$ cat src/rtl/if_prefetch_stage.sv
// ----------------------------------------------------------------------------
// if_prefetch_stage
//
// Instruction-fetch stage with a DEPTH-entry prefetch queue. It runs
// sequential fetches ahead of decode over a variable-latency instruction
// memory handshake (at most one request outstanding). Decode stalls are
// absorbed in the queue. A taken branch from EX flushes everything in flight.
//
// Optional feature (compile-time macro):
//   IF_BYPASS_EN - when the queue is empty, an accepted memory response is
//                  presented at the outputs in the same cycle. If decode
//                  takes it, it is never written to the queue.
//
// Parameters:
//   XLEN      PC / instruction width
//   DEPTH     prefetch queue entries (power of two, >= 2)
//   RESET_PC  first PC fetched after reset
//
// Ports:
//   clk, rst            clock, synchronous active-high reset
//   ex_redirect         taken branch/jump: flush and refetch
//   ex_redirect_pc      new fetch PC when ex_redirect=1
//   id_stall            decode hazard, head entry must not be consumed
//   proc2Imem_req       fetch request valid this cycle
//   proc2Imem_addr      word-aligned request address
//   Imem2proc_valid     in-order response valid
//   Imem2proc_data      response instruction
//   if_PC_out           PC of head entry
//   if_NPC_out          if_PC_out + 4
//   if_IR_out           instruction of head entry
//   if_valid_inst_out   head entry valid
// ----------------------------------------------------------------------------
module if_prefetch_stage #(
    parameter int              XLEN     = 32,
    parameter int              DEPTH    = 4,
    parameter logic [XLEN-1:0] RESET_PC = '0
) (
    input  logic            clk,
    input  logic            rst,
    input  logic            ex_redirect,
    input  logic [XLEN-1:0] ex_redirect_pc,
    input  logic            id_stall,
    output logic            proc2Imem_req,
    output logic [XLEN-1:0] proc2Imem_addr,
    input  logic            Imem2proc_valid,
    input  logic [XLEN-1:0] Imem2proc_data,
    output logic [XLEN-1:0] if_PC_out,
    output logic [XLEN-1:0] if_NPC_out,
    output logic [XLEN-1:0] if_IR_out,
    output logic            if_valid_inst_out
);

    localparam int PW = (DEPTH > 1) ? $clog2(DEPTH) : 1;
    localparam int CW = $clog2(DEPTH + 1);
    localparam logic [CW:0] DEPTH_C = (CW + 1)'(DEPTH);

    typedef struct packed {
        logic [XLEN-1:0] pc;
        logic [XLEN-1:0] ir;
    } fetch_entry_t;

    // Architectural state
    logic [XLEN-1:0] fetch_pc;
    logic [XLEN-1:0] pend_pc;   // PC of the outstanding request
    logic            pend;      // one request outstanding
    logic            drop;      // next response belongs to a flushed request
    logic [PW-1:0]   head;
    logic [PW-1:0]   tail;
    logic [CW-1:0]   count;
    fetch_entry_t    q_mem [DEPTH];
    fetch_entry_t    hold_e;    // last entry shown, displayed while invalid

    // Per-cycle control
    logic            rsp_ok;    // response belongs to a live request
    logic            issue;
    logic            push;
    logic            pop;
    logic            byp_show;
    logic            byp_take;
    logic [CW:0]     occ;       // entries held plus slot reserved for pend
    fetch_entry_t    rsp_e;
    fetch_entry_t    cur_e;
    logic            cur_vld;

    // ------------------------------------------------------------------
    // Issue / accept / pop decisions
    // ------------------------------------------------------------------
    always_comb begin
        occ      = {1'b0, count} + {{CW{1'b0}}, pend};
        // A response with nothing outstanding is ignored (pend gates it).
        rsp_ok   = Imem2proc_valid & pend & ~drop & ~ex_redirect;
        // The outstanding request already owns a queue slot, so only issue
        // when there is room for one more beyond it.
        issue    = ~rst & ~ex_redirect & (~pend | Imem2proc_valid) &
                   (occ < DEPTH_C);
        rsp_e.pc = pend_pc;
        rsp_e.ir = Imem2proc_data;
`ifdef IF_BYPASS_EN
        byp_show = rsp_ok & (count == '0);
        byp_take = byp_show & ~id_stall;
`else
        byp_show = 1'b0;
        byp_take = 1'b0;
`endif
        push     = rsp_ok & ~byp_take;
        pop      = (count != '0) & ~id_stall & ~ex_redirect;
    end

    // ------------------------------------------------------------------
    // Output selection: bypassed response, queue head, or held last value
    // ------------------------------------------------------------------
    always_comb begin
        cur_e   = hold_e;
        cur_vld = 1'b0;
        if (byp_show) begin
            cur_e   = rsp_e;
            cur_vld = 1'b1;
        end else if (count != '0) begin
            cur_e   = q_mem[head];
            cur_vld = 1'b1;
        end
    end

    assign proc2Imem_req     = issue;
    assign proc2Imem_addr    = {fetch_pc[XLEN-1:2], 2'b00};
    assign if_PC_out         = cur_e.pc;
    assign if_IR_out         = cur_e.ir;
    assign if_NPC_out        = cur_e.pc + XLEN'(4);
    assign if_valid_inst_out = cur_vld;

    // ------------------------------------------------------------------
    // Queue storage: data only, no reset needed (guarded by count)
    // ------------------------------------------------------------------
    always_ff @(posedge clk) begin
        if (push && !rst)
            q_mem[tail] <= rsp_e;
    end

    // ------------------------------------------------------------------
    // Control state
    // ------------------------------------------------------------------
    always_ff @(posedge clk) begin
        if (rst) begin
            fetch_pc <= RESET_PC;
            pend_pc  <= '0;
            pend     <= 1'b0;
            drop     <= 1'b0;
            head     <= '0;
            tail     <= '0;
            count    <= '0;
            hold_e   <= '0;
        end else begin
            if (cur_vld)
                hold_e <= cur_e;

            if (ex_redirect) begin
                // Flush wins over every other event this cycle.
                head     <= '0;
                tail     <= '0;
                count    <= '0;
                fetch_pc <= ex_redirect_pc;
                if (pend && !Imem2proc_valid) begin
                    drop <= 1'b1;       // request still owed: discard its reply
                end else if (pend) begin
                    pend <= 1'b0;       // reply arrived now and is thrown away
                    drop <= 1'b0;
                end
            end else begin
                if (issue) begin
                    fetch_pc <= fetch_pc + XLEN'(4);
                    pend_pc  <= fetch_pc;
                    pend     <= 1'b1;
                end else if (Imem2proc_valid && pend) begin
                    pend <= 1'b0;
                end

                if (Imem2proc_valid && pend && drop)
                    drop <= 1'b0;

                if (push)
                    tail <= tail + PW'(1);
                if (pop)
                    head <= head + PW'(1);

                case ({push, pop})
                    2'b10:   count <= count + CW'(1);
                    2'b01:   count <= count - CW'(1);
                    default: count <= count;
                endcase
            end
        end
    end

endmodule

$ cat config.mk
export PLATFORM = sky130hd
export DESIGN_NAME = if_prefetch_stage
export DESIGN_NICKNAME = d
export VERILOG_FILES = /design/src/rtl/if_prefetch_stage.sv
export SDC_FILE = /design/constraint.sdc
export NUM_CORES = 1
export LEC_CHECK = 0
export CAP_MARGIN = 20
export CORE_ASPECT_RATIO = 2
export CORE_MARGIN = 2
export CORE_UTILIZATION = 25
export DETAILED_ROUTE_END_ITERATION = 6
export GPL_TIMING_DRIVEN = 0
export HOLD_SLACK_MARGIN = 0.15
export PLACE_DENSITY_LB_ADDON = 0.12
export REMOVE_ABC_BUFFERS = 1
export SLEW_MARGIN = 20
export SYNTH_ARGS = -nofsm -noshare
export SYNTH_HDL_FRONTEND = slang
export SYNTH_SLANG_ARGS = --single-unit
$ cat constraint.sdc
create_clock -name clk -period 6.9 [get_ports clk]
set_input_delay 1.38 -clock clk [delete_from_list [all_inputs] [get_ports clk]]
set_output_delay 1.38 -clock clk [all_outputs]
set_load 0.02 [all_outputs]
==> results of run 1 <==
## cells in the final DEF (no fill, tap or decap), types with 5 or more instances in the layout
master,synthesis,final
dfxtp_1,139,137
bufinv_16,0,5
inv_1,39,38
nand2_1,221,221
buf_4,36,6
mux4_1,6,6
a21oi_1,98,98
nand3_1,27,27
buf_16,0,7
nor4_1,6,6
edfxtp_1,256,256
clkbuf_16,0,43
xnor2_1,33,33
mux4_2,58,58
mux2i_1,33,33
nor3_1,9,9
o21ai_0,11,11
a31oi_1,8,8
clkbuf_1,41,10
and3_1,6,6
a211oi_1,7,7
ha_1,7,7
nand4_1,21,21
xor2_1,9,9
nor2_1,72,72
clkdlybuf4s50_1,0,194
## kinds of logic after synthesis
kind of cell / share of synthesized area
fa+ha+maj: 0.006731
simple gates: 0.1067
buf+inv: 0.04187
compound gates: 0.05291
flops: 0.6549
mux: 0.1136
xor+xnor: 0.02301
other cells: 0.0002346
## layer usage
| metal | wire length [um] | part of all wire | vias up |
|---|---|---|---|
| li1 | - | - | 4729 |
| met1 | 16770 | 0.38 | 4925 |
| met2 | 23970 | 0.54 | 235 |
| met3 | 1730 | 0.039 | 73 |
| met4 | 1507 | 0.034 | 4 |
| met5 | 17 | 0.00039 | - |
## power groups by stage
stage / clock network, mW / registers, mW / logic (mW)
CTS: 2.46 / 2.56 / 0.231
global placement: 0 / 2.61 / 0.222
finish: 2.36 / 2.56 / 0.225
global route: 2.53 / 2.56 / 0.245
detailed placement: 0 / 2.61 / 0.230
floorplan: 0 / 2.62 / 0.0765
## sequential cells by signal, summed over array words and instances (netlist names), named ones only
signal    cells
drop          1
fetch_pc     32
pend_pc      32
pend          1
tail          2
head          2
count         3
hold_e       64
q_mem       256
## worst max path at each step
stage | start | endpoint | slack [ns] | depth (start not counted)
2_1_floorplan | count[2] | if_NPC_out[20] | -0.75 | 11
3_3_place_gp | count[2] | if_NPC_out[28] | -8.13 | 12
3_5_place_dp | flop | if_NPC_out[30] | 0.84 | 14
4_1_cts | flop | if_NPC_out[18] | 0.21 | 14
5_1_grt | count[2] | if_NPC_out[18] | 0.1 | 15
6_report | count[2] | if_NPC_out[18] | 0.42 | 15
## metrics by stage
step | instances | setup slack (ns) | TNS (ns) | util
floorplan | 1122 | -0.7487 | -6.942 | -
global placement | 2116 | -8.126 | -1773.91 | 0.2898
detailed placement | 2140 | 0.8363 | 0 | 0.2964
CTS | 2214 | 0.2053 | 0 | 0.3185
global route | 2214 | 0.09682 | 0 | 0.3185
finish | 2214 | 0.4161 | 0 | 0.3185
## worst min-delay path, delay by kind of cell (launching register included)
kind | cells | cell delay (ns)
simple gates | 1 | 0.06
flops | 1 | 0.30
compound gates | 1 | 0.05
## cell type report
cell class / instances / area (um2)
clock inverters: 17 / 242.7
multi-input cells: 687 / 4867
inverters: 40 / 155.1
repair buffers: 220 / 2349
fillers: 6422 / 43340
well taps: 798 / 998.5
flip-flops and latches: 395 / 10480
clock buffers: 57 / 1169
==> results.toml, run 1 <==
[global_routing]
antenna_found_initial = 2
grt_max_degree = 68
use_met3 = 0.02279
gr-usage-all-layers = 0.1336
grtUsageMet2 = 0.2583
grt_pass1_wl_um = 66520
grt.busiest_layer = "met2"
grt_overflow = 0
met1_usage = 0.1425
first_global_vias = 10588

[layout]
n_antenna_cell = 0
drive_gt1_frac = 0.1179
final_nets = 1461
area_growth_syn_to_layout_pct = 26.72
final_area_um2 = 20260

[worst_setup_path]
r2r_cells = 9
path_cells = "nor3_4 -> buf_6 -> inv_6 -> mux2i_1 -> inv_1 -> ha_1 -> o31a_1 -> nand4_1 -> a222oi_1 -> buf_2 -> buf_2 -> and2_1 -> nand2_1 -> xnor2_1 -> clkdlybuf4s50_1"
cp_slowest_cell = "clkdlybuf4s50_1"
cp.required_ns = 5.52
r2r-start = "count[0]"
critical_path_class = "reg -> out"
crit_family = "buffers and inverters"
arrival_ns = 5.10
crit_buf_inv = 6
cpMostUsedCell = "buf_2"
start_kind = "flop"
critPathMaxStageDelay_ns = 0.66
cp-end-kind = "output pin"
path_max_fanout = 32
reg2reg_slack_ns = 3.66
r2r_end = "fetch_pc[23]"

[power_and_ir_drop]
p_int_mw = 4.015
pwr-share-clk = 0.458
swShare = 0.2190
switchingPower_mw = 1.126
power_frac_seq = 0.498
p_per_area_nw_per_um2 = 253.8
combPwrFrac = 0.044
power_mw = 5.141
power_leakage_nw = 7.038
ir_worst_vdd_v = 0.0001441

[clock_network]
clk_pin_slew_ns = 0.06
ctsHoldBuffers = 0
cts_sinks = 395
cts_tree = "yes"
numCtsBuffers = 40
insertion_delay_ns = 0.56
htree_levels = 2
root_buffer = "clkbuf_16"
clk_path_buf_depth = 3
ctsResizeCount = 0
post_cts_buffers = 0

[sta]
slew_violations = 0
setup_viol = 0
max_freq_ghz = 0.1542
timing.hold.ws_ns = 0.4580
final.min_clock_period_ns = 6.484
worstMarginPinSlew_ns = 0.9169
finalClockSkew_ns = 0.02007
post-route-period-util = 0.9397
maxSlewHeadroom = 0.3831
hold_violations = 0
rsz0062_at_grt = "no"

[yosys]
ys_top_cells_by_area = "edfxtp_1 (48%), dfxtp_1 (17%), mux4_2 (8.2%)"
ys_seq_area_frac = 0.6549
netlist_instances = 1216
syn_area_per_cell_um2 = 13.15
synthFlopType = "edfxtp_1"
synth.ff_latch_count = 395
yosysUniqueCellTypes = 56
ys_async_sr_fraction = 0
synthesis.area_um2 = 15990
yosysMostFrequentCell = "edfxtp_1"
synth-edff-count = 256
synthTopCellsByCount = "edfxtp_1 (256), nand2_1 (221), dfxtp_1 (139)"
yosys_warnings = 0
synth_top_area_cell = "edfxtp_1"
synth_top_area_share = 0.4809

[hold_path]
hold_path_end = "hold_e[14]"
holdPathStages = 2
hold_class = "reg -> reg"
hp-start = "hold_e[14]"

[floorplan]
fp-row-count = 131
die_x_um = 182.8
die_h_um = 361.6
die_area_um2 = 66110
start_util = 0.2514
core-area_um2 = 63600
ios = 199

[route]
antenna_left = 0
drc = 0
avgViaCountPerCell = 4.501
drt_iter0_drc = 445
first_pass_iters = 5
vias = 9966
wl_per_cell_um = 19.87
drt-total-wl_um = 44000

[place]
gp_congestion = 0.7641
postPlaceCellArea_um2 = 18850
hpwl_um = 28980
numPortBuffers = 196

[flow_run]
drv_cap = 0

[status]
outcome = "complete, no violations"
Power figures use the tool's default switching activity.
==> run 2: changes to the inputs <==
--- a/config.mk
+++ b/config.mk
@@ -8,7 +8,7 @@
 export CAP_MARGIN = 20
 export CORE_ASPECT_RATIO = 2
 export CORE_MARGIN = 2
-export CORE_UTILIZATION = 25
+export CORE_UTILIZATION = 55
 export DETAILED_ROUTE_END_ITERATION = 6
 export GPL_TIMING_DRIVEN = 0
 export HOLD_SLACK_MARGIN = 0.15
==> constraint.sdc (replaced) <==
create_clock -name clk -period 7.18 [get_ports clk]
set_input_delay 1.436 -clock clk [delete_from_list [all_inputs] [get_ports clk]]
set_output_delay 1.436 -clock clk [all_outputs]
set_load 0.02 [all_outputs]
==> run 2 against run 1 <==
Effect of this change: setup slack improved by 0.20 ns; final area down 4.4%; largest cell class unchanged; clock power down 23%; combinational power decreased by 7%; power down 13%; via count fell by 0.18%; die area down 54%; clock skew fell by 0.0061 ns.
==> results.toml, run 2 (same netlist as run 1, synthesis figures left out) <==
[route]
vias = 9948
drt-total-wl_um = 34450
drt_iter0_drc = 607
avgViaCountPerCell = 5.649
antenna_left = 0
drc = 0
wl_per_cell_um = 19.56
first_pass_iters = 5

[sta]
rsz0062_at_grt = "no"
post-route-period-util = 0.9139
worstMarginPinSlew_ns = 0.8051
slew_violations = 0
maxSlewHeadroom = 0.4583
hold_violations = 0
max_freq_ghz = 0.1524
finalClockSkew_ns = 0.01393
final.min_clock_period_ns = 6.562
timing.hold.ws_ns = 0.4598
setup_viol = 0
setup_ws_ns = 0.6185

[place]
post-place-cells = 1699
place_ws_ns = 1.074
gp_congestion = 0.7829
hpwl_um = 22260
numPortBuffers = 196

[clock_network]
clk_pin_slew_ns = 0.07
numCtsBuffers = 34
post_cts_buffers = 0
root_buffer = "clkbuf_16"
ctsHoldBuffers = 0
clk_path_buf_depth = 3
cts_tree = "yes"
htree_levels = 2
insertion_delay_ns = 0.52
cts_sinks = 395
ctsResizeCount = 0

[worst_setup_path]
path_cells = "nor3_4 -> inv_4 -> buf_16 -> mux2i_1 -> inv_1 -> ha_1 -> o31a_1 -> nand4_1 -> a222oi_1 -> buf_2 -> nand4_2 -> nor3b_2 -> xnor2_1 -> clkdlybuf4s50_1"
cp-end-kind = "output pin"
critPathMaxStageDelay_ns = 0.62
r2r-start = "count[0]"
r2r_cells = 9
path_max_fanout = 45
critical_path_class = "reg -> out"
arrival_ns = 5.13
crit_buf_inv = 5
start_kind = "flop"
reg2reg_slack_ns = 3.97
crit_family = "buffers and inverters"
cp.required_ns = 5.74
r2r_end = "fetch_pc[9]"
cp_slowest_cell = "a222oi_1"

[floorplan]
die_area_um2 = 30530
fp-row-count = 88
die_x_um = 124.6
ios = 199
core-area_um2 = 28740
start_util = 0.5563
die_h_um = 245.1

[layout]
multiInputGateArea_um2 = 4867
layout_commonest_cell = "edfxtp_1"
reg.largest.list = "q_mem (256), hold_e (64)"
final_nets = 1452
n_fill_cell = 2104
top_register = "q_mem"
area_growth_syn_to_layout_pct = 21.19
largest_reg_flops = 256
layout_common_cells = "edfxtp_1 (256), nand2_1 (221), clkdlybuf4s50_1 (194)"
final_core_util = 0.6742
drive_gt1_frac = 0.1064
fin_cells = 1761
ff_latch_area_um2 = 10480

[global_routing]
met1_usage = 0.2615
first_global_vias = 10137
grtUsageMet2 = 0.4206
grt_max_degree = 86
use_met3 = 0.02376
grt_overflow = 0
grt_pass1_wl_um = 54710
antenna_found_initial = 1
gr-usage-all-layers = 0.2267
grt.busiest_layer = "met2"

[power_and_ir_drop]
power_leakage_nw = 6.863
p_per_area_nw_per_um2 = 231.8
ir_worst_vdd_v = 0.0001767
power_mw = 4.490

[hold_path]
hold_path_end = "hold_e[25]"
hold_class = "reg -> reg"
hp-start = "hold_e[25]"
holdPathStages = 2

[flow_run]
drv_cap = 0

[status]
outcome = "complete, no violations"
[run 2: worst max-delay path by stage]
stage                     startpoint              to  slack [ns]  cells past startpoint
after floorplan             count[2]  if_NPC_out[20]       -0.52                     11
after detailed placement    count[2]  if_NPC_out[30]        1.07                     14
after global routing        count[2]  if_NPC_out[30]        0.41                     14
after global placement      count[2]  if_NPC_out[30]       -5.67                     12
after CTS                   count[2]  if_NPC_out[30]        0.50                     14
final                       count[2]  if_NPC_out[30]        0.62                     14
[run 2: layout make-up]
| cell class | instances | area share |
|---|---|---|
| clock buffer | 46 | 0.04786 |
| sequential | 395 | 0.5408 |
| clock inverter | 15 | 0.008590 |
| tap | 360 | 0.02325 |
| antenna | 1 | 0.0001292 |
| multi-input combinational | 687 | 0.2512 |
| inverter | 40 | 0.007879 |
| timing repair buffer | 217 | 0.1203 |
[run 2: through the flow]
step	cell area [um2]	TNS (ns)
6_report	19370	0
5_1_grt	19370	0
4_1_cts	19370	0
3_5_place_dp	18280	0
3_3_place_gp	17880	-1062.93
2_1_floorplan	15470	-4.030
[run 2: tightest hold or removal path, stage by stage, from the launching register on]
cell	delay, ns
dfxtp_1	0.30
nand2_1	0.06
a21oi_1	0.05
[run 2: routing by layer]
metal / part of all wire / routed length (um) / up-vias
met5: 0 / 0 / -
met4: 0.043 / 1474 / 0
met3: 0.042 / 1436 / 82
met2: 0.54 / 18690 / 311
met1: 0.37 / 12860 / 4848
li1: - / - / 4707
[run 2: report_power, final]
group / internal (mW) / switching [mW] / total (mW) / leakage [nW]
clock: 1.02 / 0.798 / 1.82 / 0.515
combinational: 0.0988 / 0.112 / 0.210 / 2.67
sequential: 2.43 / 0.0266 / 2.46 / 3.68
